**config.mk**
```make
export PLATFORM = sky130hd
export DESIGN_NAME = fsk_modulator
export DESIGN_NICKNAME = d
export VERILOG_FILES = /design/src/rtl/fsk_pkg.sv /design/src/rtl/fsk_tone_gen.sv /design/src/rtl/fsk_modulator.sv
export SDC_FILE = /design/constraint.sdc
export NUM_CORES = 1
export LEC_CHECK = 0
export ABC_AREA = 1
export CAP_MARGIN = 15
export CORE_MARGIN = 2
export CORE_UTILIZATION = 45
export DETAILED_ROUTE_END_ITERATION = 6
export GPL_ROUTABILITY_DRIVEN = 0
export PLACE_DENSITY_LB_ADDON = 0.1
export SYNTH_ARGS = -nofsm -noshare
export SYNTH_HDL_FRONTEND = slang
export SYNTH_SLANG_ARGS = --single-unit
```
**constraint.sdc**
```tcl
create_clock -name clk -period 1.9 [get_ports clk]
set_input_delay 0.285 -clock clk [delete_from_list [all_inputs] [get_ports clk]]
set_output_delay 0.285 -clock clk [all_outputs]
set_load 0.01 [all_outputs]
```
**src/rtl/fsk_pkg.sv**
```systemverilog
// fsk_pkg: shared state encoding, default parameters and width helper for the FSK modulator.
// Also used by the receiver's reference-tone generator.
package fsk_pkg;
   typedef enum logic [1:0] {IDLE, TX, DONE} state_t;
   localparam int CODE_W     = 11;
   localparam int BIT_CYCLES = 16;
   localparam int HALF0      = 4;
   localparam int HALF1      = 2;
   function automatic int clog2_min1(input int n);
      return (n <= 2) ? 1 : $clog2(n);
   endfunction
endpackage

```
**src/rtl/fsk_tone_gen.sv**
```systemverilog
// fsk_tone_gen: continuous-phase square-wave tone, half-period chosen by sel (1 -> HALF1, 0 -> HALF0).
// The wave is held at 0 with the phase cleared whenever en is low.
module fsk_tone_gen #(
   parameter int HALF0 = fsk_pkg::HALF0,
   parameter int HALF1 = fsk_pkg::HALF1
) (
   input  logic clk,
   input  logic reset,
   input  logic en,
   input  logic sel,
   output logic wave
);
   import fsk_pkg::*;
   localparam int PW = clog2_min1(HALF0);
   logic [PW-1:0] phase_cnt;
   logic [PW-1:0] half_m1;
   assign half_m1 = sel ? PW'(HALF1 - 1) : PW'(HALF0 - 1);
   // >= lets a switch to the shorter tone toggle on the next clock instead of wrapping
   always_ff @(posedge clk or negedge reset)
      if (!reset) begin
         phase_cnt <= '0;
         wave      <= 1'b0;
      end else if (!en) begin
         phase_cnt <= '0;
         wave      <= 1'b0;
      end else if (phase_cnt >= half_m1) begin
         phase_cnt <= '0;
         wave      <= ~wave;
      end else
         phase_cnt <= phase_cnt + PW'(1);
endmodule

```
**src/rtl/fsk_modulator.sv**
```systemverilog
// fsk_modulator: captures a codeword on a rising send edge and transmits it MSB-first
// as continuous-phase binary FSK, BIT_CYCLES clocks per bit.
module fsk_modulator #(
   parameter int WIDTH      = fsk_pkg::CODE_W,
   parameter int BIT_CYCLES = fsk_pkg::BIT_CYCLES,
   parameter int HALF0      = fsk_pkg::HALF0,
   parameter int HALF1      = fsk_pkg::HALF1
) (
   input  logic             clk,
   input  logic             reset,
   input  logic [WIDTH-1:0] code,
   input  logic             send,
   output logic             fsk_out,
   output logic             bit_out,
   output logic             busy,
   output logic             done,
   output logic             overrun
);
   import fsk_pkg::*;
   localparam int CW = clog2_min1(BIT_CYCLES);
   localparam int IW = clog2_min1(WIDTH);
   state_t           state;
   logic             send_d;
   logic             start;
   logic             bit_end;
   logic             last_bit;
   logic             tone_en;
   logic [WIDTH-2:0] shreg;
   logic [IW-1:0]    bit_idx;
   logic [CW-1:0]    cyc_cnt;
   assign start    = send & ~send_d;
   assign bit_end  = cyc_cnt == CW'(BIT_CYCLES - 1);
   assign last_bit = bit_idx == IW'(WIDTH - 1);
   // the tone is cleared on the frame's final clock so fsk_out is already 0 when done shows
   assign tone_en  = (state == TX) && !(bit_end && last_bit);
   always_ff @(posedge clk or negedge reset)
      if (!reset) begin
         state   <= IDLE;
         send_d  <= 1'b0;
         shreg   <= '0;
         bit_idx <= '0;
         cyc_cnt <= '0;
         bit_out <= 1'b0;
         busy    <= 1'b0;
         done    <= 1'b0;
         overrun <= 1'b0;
      end else begin
         send_d <= send;
         done   <= 1'b0;
         case (state)
            IDLE:
               if (start) begin
                  shreg   <= code[WIDTH-2:0];
                  bit_idx <= '0;
                  cyc_cnt <= '0;
                  bit_out <= code[WIDTH-1];
                  busy    <= 1'b1;
                  state   <= TX;
               end
            TX: begin
               if (start) overrun <= 1'b1;
               if (!bit_end)
                  cyc_cnt <= cyc_cnt + CW'(1);
               else if (last_bit) begin
                  cyc_cnt <= '0;
                  busy    <= 1'b0;
                  done    <= 1'b1;
                  bit_out <= 1'b0;
                  state   <= DONE;
               end else begin
                  cyc_cnt <= '0;
                  bit_idx <= bit_idx + IW'(1);
                  bit_out <= shreg[WIDTH-2];
                  shreg   <= {shreg[WIDTH-3:0], 1'b0};
               end
            end
            default: begin
               if (start) overrun <= 1'b1;
               state <= IDLE;
            end
         endcase
      end
   fsk_tone_gen #(.HALF0(HALF0), .HALF1(HALF1)) u_tone (
      .clk   (clk),
      .reset (reset),
      .en    (tone_en),
      .sel   (bit_out),
      .wave  (fsk_out)
   );
endmodule
```
## Word level (Yosys, flattened, before mapping)

Cells that the tools add are included.

- Shift operators: 0
- Reduce and logical (&&, ||, !) cells: 11
- Divide/modulo/power cells: 0
- Multiply operators: 0
- Bitwise operators: 4
- Eq/ne operators: 8
- Order comparisons: 1
- Muxes and demuxes: 30
- Add/sub/neg operators: 3

Operator list:

| kind | number |
|---|---|
| two-way mux 10 bit | 3 |
| one-hot mux 10 bit (2 select lines) | 1 |
| two-way mux 4 bit | 4 |
| one-hot mux 4 bit (2 select lines) | 2 |
| two-way mux 2 bit | 6 |
| two-way mux 1 bit | 11 |
| inequality test 2 bit (second input constant) | 5 |
| adder 4 x 1 -> 4 bit (second input constant) | 2 |
| == test 4 bit (second input constant) | 2 |
| AND reduction 4 bit | 2 |
| AND reduction 3 bit | 2 |
| one-hot mux 1 bit (2 select lines) | 2 |
| one-hot mux 2 bit (2 select lines) | 1 |
| AND reduction 2 bit | 2 |
| inverter 1 bit | 3 |
| adder 2 x 1 -> 2 bit (second input constant) | 1 |
| == test 2 x 1 -> 1 bit (second input constant) | 1 |
| >= comparator 2 bit | 1 |
| logical AND 1 bit | 2 |
| logical NOT 2 bit | 1 |
| nonzero test 2 bit | 1 |
| AND 1 bit | 1 |
| logical NOT 1 bit | 1 |

- Logic and storage cells: 68
- Memories: 0
- Bits in writable memories: 0
- Memory bits (read-only): 0
- Output and inout bits: 5
- Bits in latches: 0
- Input port bits: 14
- Flip-flop bits (word level): 28

## Logic depth before layout (Yosys ltp)

- Word-level depth: 5
- Mapped depth: 10
- Mapped depth without buffers: 9

## Modules after synthesis

Synthesis repeated with hierarchy kept, for this count alone.

- Cells, all modules: 189
- Area total of the unflattened synthesis: 1590.3 um^2

Modules (own cells, without submodules):

| module | area each (um^2) | cells each | instances |
|---|---|---|---|
| fsk_modulator | 1436.4 | 170 | 1 |
| fsk_tone_gen | 153.9 | 19 | 1 |

## Worst setup path before layout

Ideal clock, no wire load.

- Kind: reg-to-reg
- From: register bit_idx[0]
- To: register bit_idx[0]
- Buffers on the path: 1
- Slack: 0.549 ns
- Setup time: 0.117 ns
- Clock period less this slack: 1.351 ns
- Stages on the path, launching flop included: 11
- Data arrival time: 1.234 ns
- Cell sequence: dfrtp_1 > inv_1 > ha_1 > nand2_1 > nor2_1 > nand2_2 > nand2_2 > nor2_4 > buf_6 > nand2_1 > nand2_1

- Longest elaborated chain between the ends: 4

RTL lines:

| element | line | RTL |
|---|---|---|
| start: declaration | fsk_modulator.sv:29 | `logic [IW-1:0] bit_idx;` |
| start signal: assignment | fsk_modulator.sv:72 | `bit_idx <= bit_idx + IW'(1);` |
| adder 4 x 1 -> 4 bit | fsk_modulator.sv:72 |  |
| two-way mux 4 bit | fsk_modulator.sv:64 | `else if (last_bit) begin` |
| two-way mux 4 bit | fsk_modulator.sv:62 | `if (!bit_end)` |
| one-hot mux 4 bit (2 select lines) | fsk_modulator.sv:50 | `case (state)` |

Several ways; a longest one is shown, not always the timed one. The select of a mux whose other input is x is not followed.
A chain may end at the register's enable or synchronous reset.

## Worst setup path in the final report

- From: register bit_out
- To: output port bit_out

RTL lines:

| element | line | RTL |
|---|---|---|
| start: declaration | fsk_modulator.sv:14 | `output logic bit_out,` |
| start signal: assignment | fsk_modulator.sv:56 | `bit_out <= code[WIDTH-1];` |
| start signal: assignment | fsk_modulator.sv:73 | `bit_out <= shreg[WIDTH-2];` |

No word-level cell between the ends.

==> summary.txt <==
Placement
  – Port Buffers: 18
  – Placement Cell Area: roughly 1600 µm²
  – Worst Setup Slack post-DPL: around 0.18 ns
  – Dpl cells: 226
  – Post-DP HPWL: 1860 µm

Timing
  – Worst rel slew slack: 0.764
  – Final hold vios: 0
  – Max-slew violations: 0
  – Setup TNS: 0 ns
  – Period utilization: 0.830
  – Fmax: 634 MHz
  – Worst slew pin tran: 0.354 ns
  – Clock Skews: 0.00694 ns
  – PnR worst setup slack: 0.324 ns
  – Post-layout minimum cycle time: 1.58 ns
  – Final setup vio count: 0
  – RSZ-0062 raised after global routing: false
  – Worst Hold Slack: 0.304 ns

Final layout
  – Area of the multi-input gates: 639 µm²
  – Post-Layout Cell Count: 230
  – Area grow syn2layout: 18.3%
  – Layout net count: 216
  – Final instance area: 1660 µm²
  – ANT cells: 0
  – Share of layout cells above drive strength 1: 0.0863
  – Fill cell count: 297
  – Storage element area: approximately 700 µm²
  – Final Util: 0.554

Floorplanning
  – Boundary Pins: 19
  – Core Rows: 20
  – Vert. Die Dim: 59.9 µm
  – Die width: 59.9 µm
  – Die area: 3590 µm²
  – Core area: 3000 µm²
  – Initial Util: 0.468

CTS
  – Post-CTS Setup Repair Bufs: 0
  – Post-CTS Hold Buffers: 0
  – Root buf cell: clkbuf_4
  – CTS tree: done
  – CTS clock-pin slew for the worst setup and hold paths: 0.16 ns
  – CTS max path bufs: 2
  – CTS resizes: 0
  – Inserted Clock Buffers: 3
  – Clk_lat worst skew: 0.33 ns
  – H-Tree Depth: 1
  – Clock sink total: 28

Critical path
  – CP Capture Type: output pin
  – Reg-to-reg setup timing slack: 0.36 ns
  – R2R depth: 9
  – CP max FO: 3
  – Worst path top cell family by delay: buffers and inverters
  – CP Buf/Inv Count: 1
  – Crit path launch type: flop
  – Worst path cell trace: clkdlybuf4s50_1
  – Data arrival, critical path: 1.29 ns
  – Launch point of the worst path: bit_out$_DFFE_PN0P_
  – Crit Reg-Reg Startpoint: bit_idx[0]$_DFFE_PN0P_
  – Crit-path slowest cell: clkdlybuf4s50_1
  – Critical path's largest stage delay: ~0.55 ns
  – RR Endpoint: shreg[4]$_DFFE_PN0P_
  – CP Class: reg2out
  – WP data required: 1.62 ns

Drt
  – Final WL: 2640 µm
  – DR vias/cell: roughly 4.8
  – DR iter-0 viols: 21
  – Drt drc: 0
  – Pre-antenna DRT Iters: 4
  – Via count: 1097
  – Drt wl/cell: 11.5 µm
  – Antenna viol nets, final: 0

Synthesis
  – Post-Syn Area: around 1400 µm²
  – Post-synth top area share: 0.499
  – Top cells by area, synth: dfrtp_1, nand2_1, nor2_1
  – Synthesis warning total: 0
  – Post-synth top area cell: dfrtp_1
  – Sequential area share after synthesis: 0.499
  – #FFs+latches synth: 28
  – Syn_area_per_cell: 7.94 µm²
  – Library cells used by synthesis: 22
  – Synth Instances: 177
  – Mapped Nets: 195

Hold path
  – Worst min-delay path category: in2async

Power
  – Tot Pwr: 1.04 mW
  – Pwr Density: 623 nW/µm²
  – Worst VDD drop: ~0.36 mV
  – Lkg Pwr: 0.897 nW

Global routing
  – GRT Util Overall: 0.167
  – Vias in the first global route: between 1k and 1.5k
  – GR Overflow Total: 0
  – First-pass GRT wire length: 4450 µm
  – Initial antenna violation count: 0
  – Largest net degree at the start of global routing: 29

Run status
  – Status: complete, no violations

Run
  – Max_cap viols: 0
==> power by group <==
part	leakage, nW	total, mW	switching, mW	internal (mW)
logic	0.520	0.0416	0.0165	0.0251
clock network	0.0279	0.398	0.184	0.213
registers	0.349	0.598	0.000255	0.597
==> cells in the final DEF (no fill, tap or decap), types with 2 or more instances in the layout <==
cell,n
inv_1,8
ha_1,4
buf_4,2
nor2_4,2
nand3_2,2
dfrtp_1,28
nand3_1,3
o21ai_0,2
xnor2_1,3
clkdlybuf4s50_1,18
nor2_1,14
nand2_2,5
clkbuf_4,3
nand2_1,94
==> layout make-up <==
type                            instances  share of cell area
Multi-Input combinational cell        136               0.385
Clock inverter                          1              0.0181
Tap cell                               33              0.0248
Clock buffer                            3              0.0135
Sequential cell                        28               0.421
Inverter                                9              0.0203
Timing Repair Buffer                   20               0.117
==> routing by layer <==
| layer | global-route usage | share of wire | vias up |
|---|---|---|---|
| met5 | 0 | 0 | - |
| met2 | 0.290 | 0.50 | 15 |
| li1 | - | - | 583 |
| met3 | 0.0260 | 0.031 | 2 |
| met4 | 0.0730 | 0.0091 | 0 |
| met1 | 0.201 | 0.46 | 497 |
==> state kept, by name, summed over array words and instances, names as in the netlist <==
name / flops
bit_idx: 4
bit_out: 1
busy: 1
cyc_cnt: 4
done: 1
overrun: 1
send_d: 1
shreg: 10
state: 2
u_tone.phase_cnt: 2
u_tone.wave: 1
==> worst max path at each step <==
| stage | end | slack, ns | depth (start not counted) |
|---|---|---|---|
| 2_1_floorplan | bit_idx[0]$_DFFE_PN0P_ | 0.55 | 10 |
| 3_3_place_gp | shreg[4]$_DFFE_PN0P_ | 0.23 | 6 |
| 3_5_place_dp | shreg[4]$_DFFE_PN0P_ | 0.18 | 6 |
| 4_1_cts | bit_out | 0.30 | 1 |
| 5_1_grt | shreg[4]$_DFFE_PN0P_ | 0.20 | 8 |
| 6_report | bit_out | 0.32 | 1 |
==> cells in the mapped netlist, drive strengths merged <==
cell	n
nand2	99
dfrtp	28
nor2	16
inv	9
nand3	5
buf	4
ha	4
xnor2	3
a21oi	2
o21ai	2
a22o	1
nand4	1
o21bai	1
o22ai	1
xor2	1
==> cell families after synthesis <==
group	synth area share
and+or+nand+nor	0.356
DFF	0.499
buffers and inverters	0.0463
AOI/OAI and AO/OA	0.0383
xor gates and xnor gates	0.0249
adders and majority gates	0.0356
==> worst register-to-register path: cells and delay by family, from the launching register on <==
family	cells	cell delay, ns
buffers and inverters	1	0.06
AND/OR/NAND/NOR	7	0.81
adder cells (fa/ha/maj)	1	0.19
flip-flops	1	0.45
Note: power is estimated with default switching activity, not from simulation.
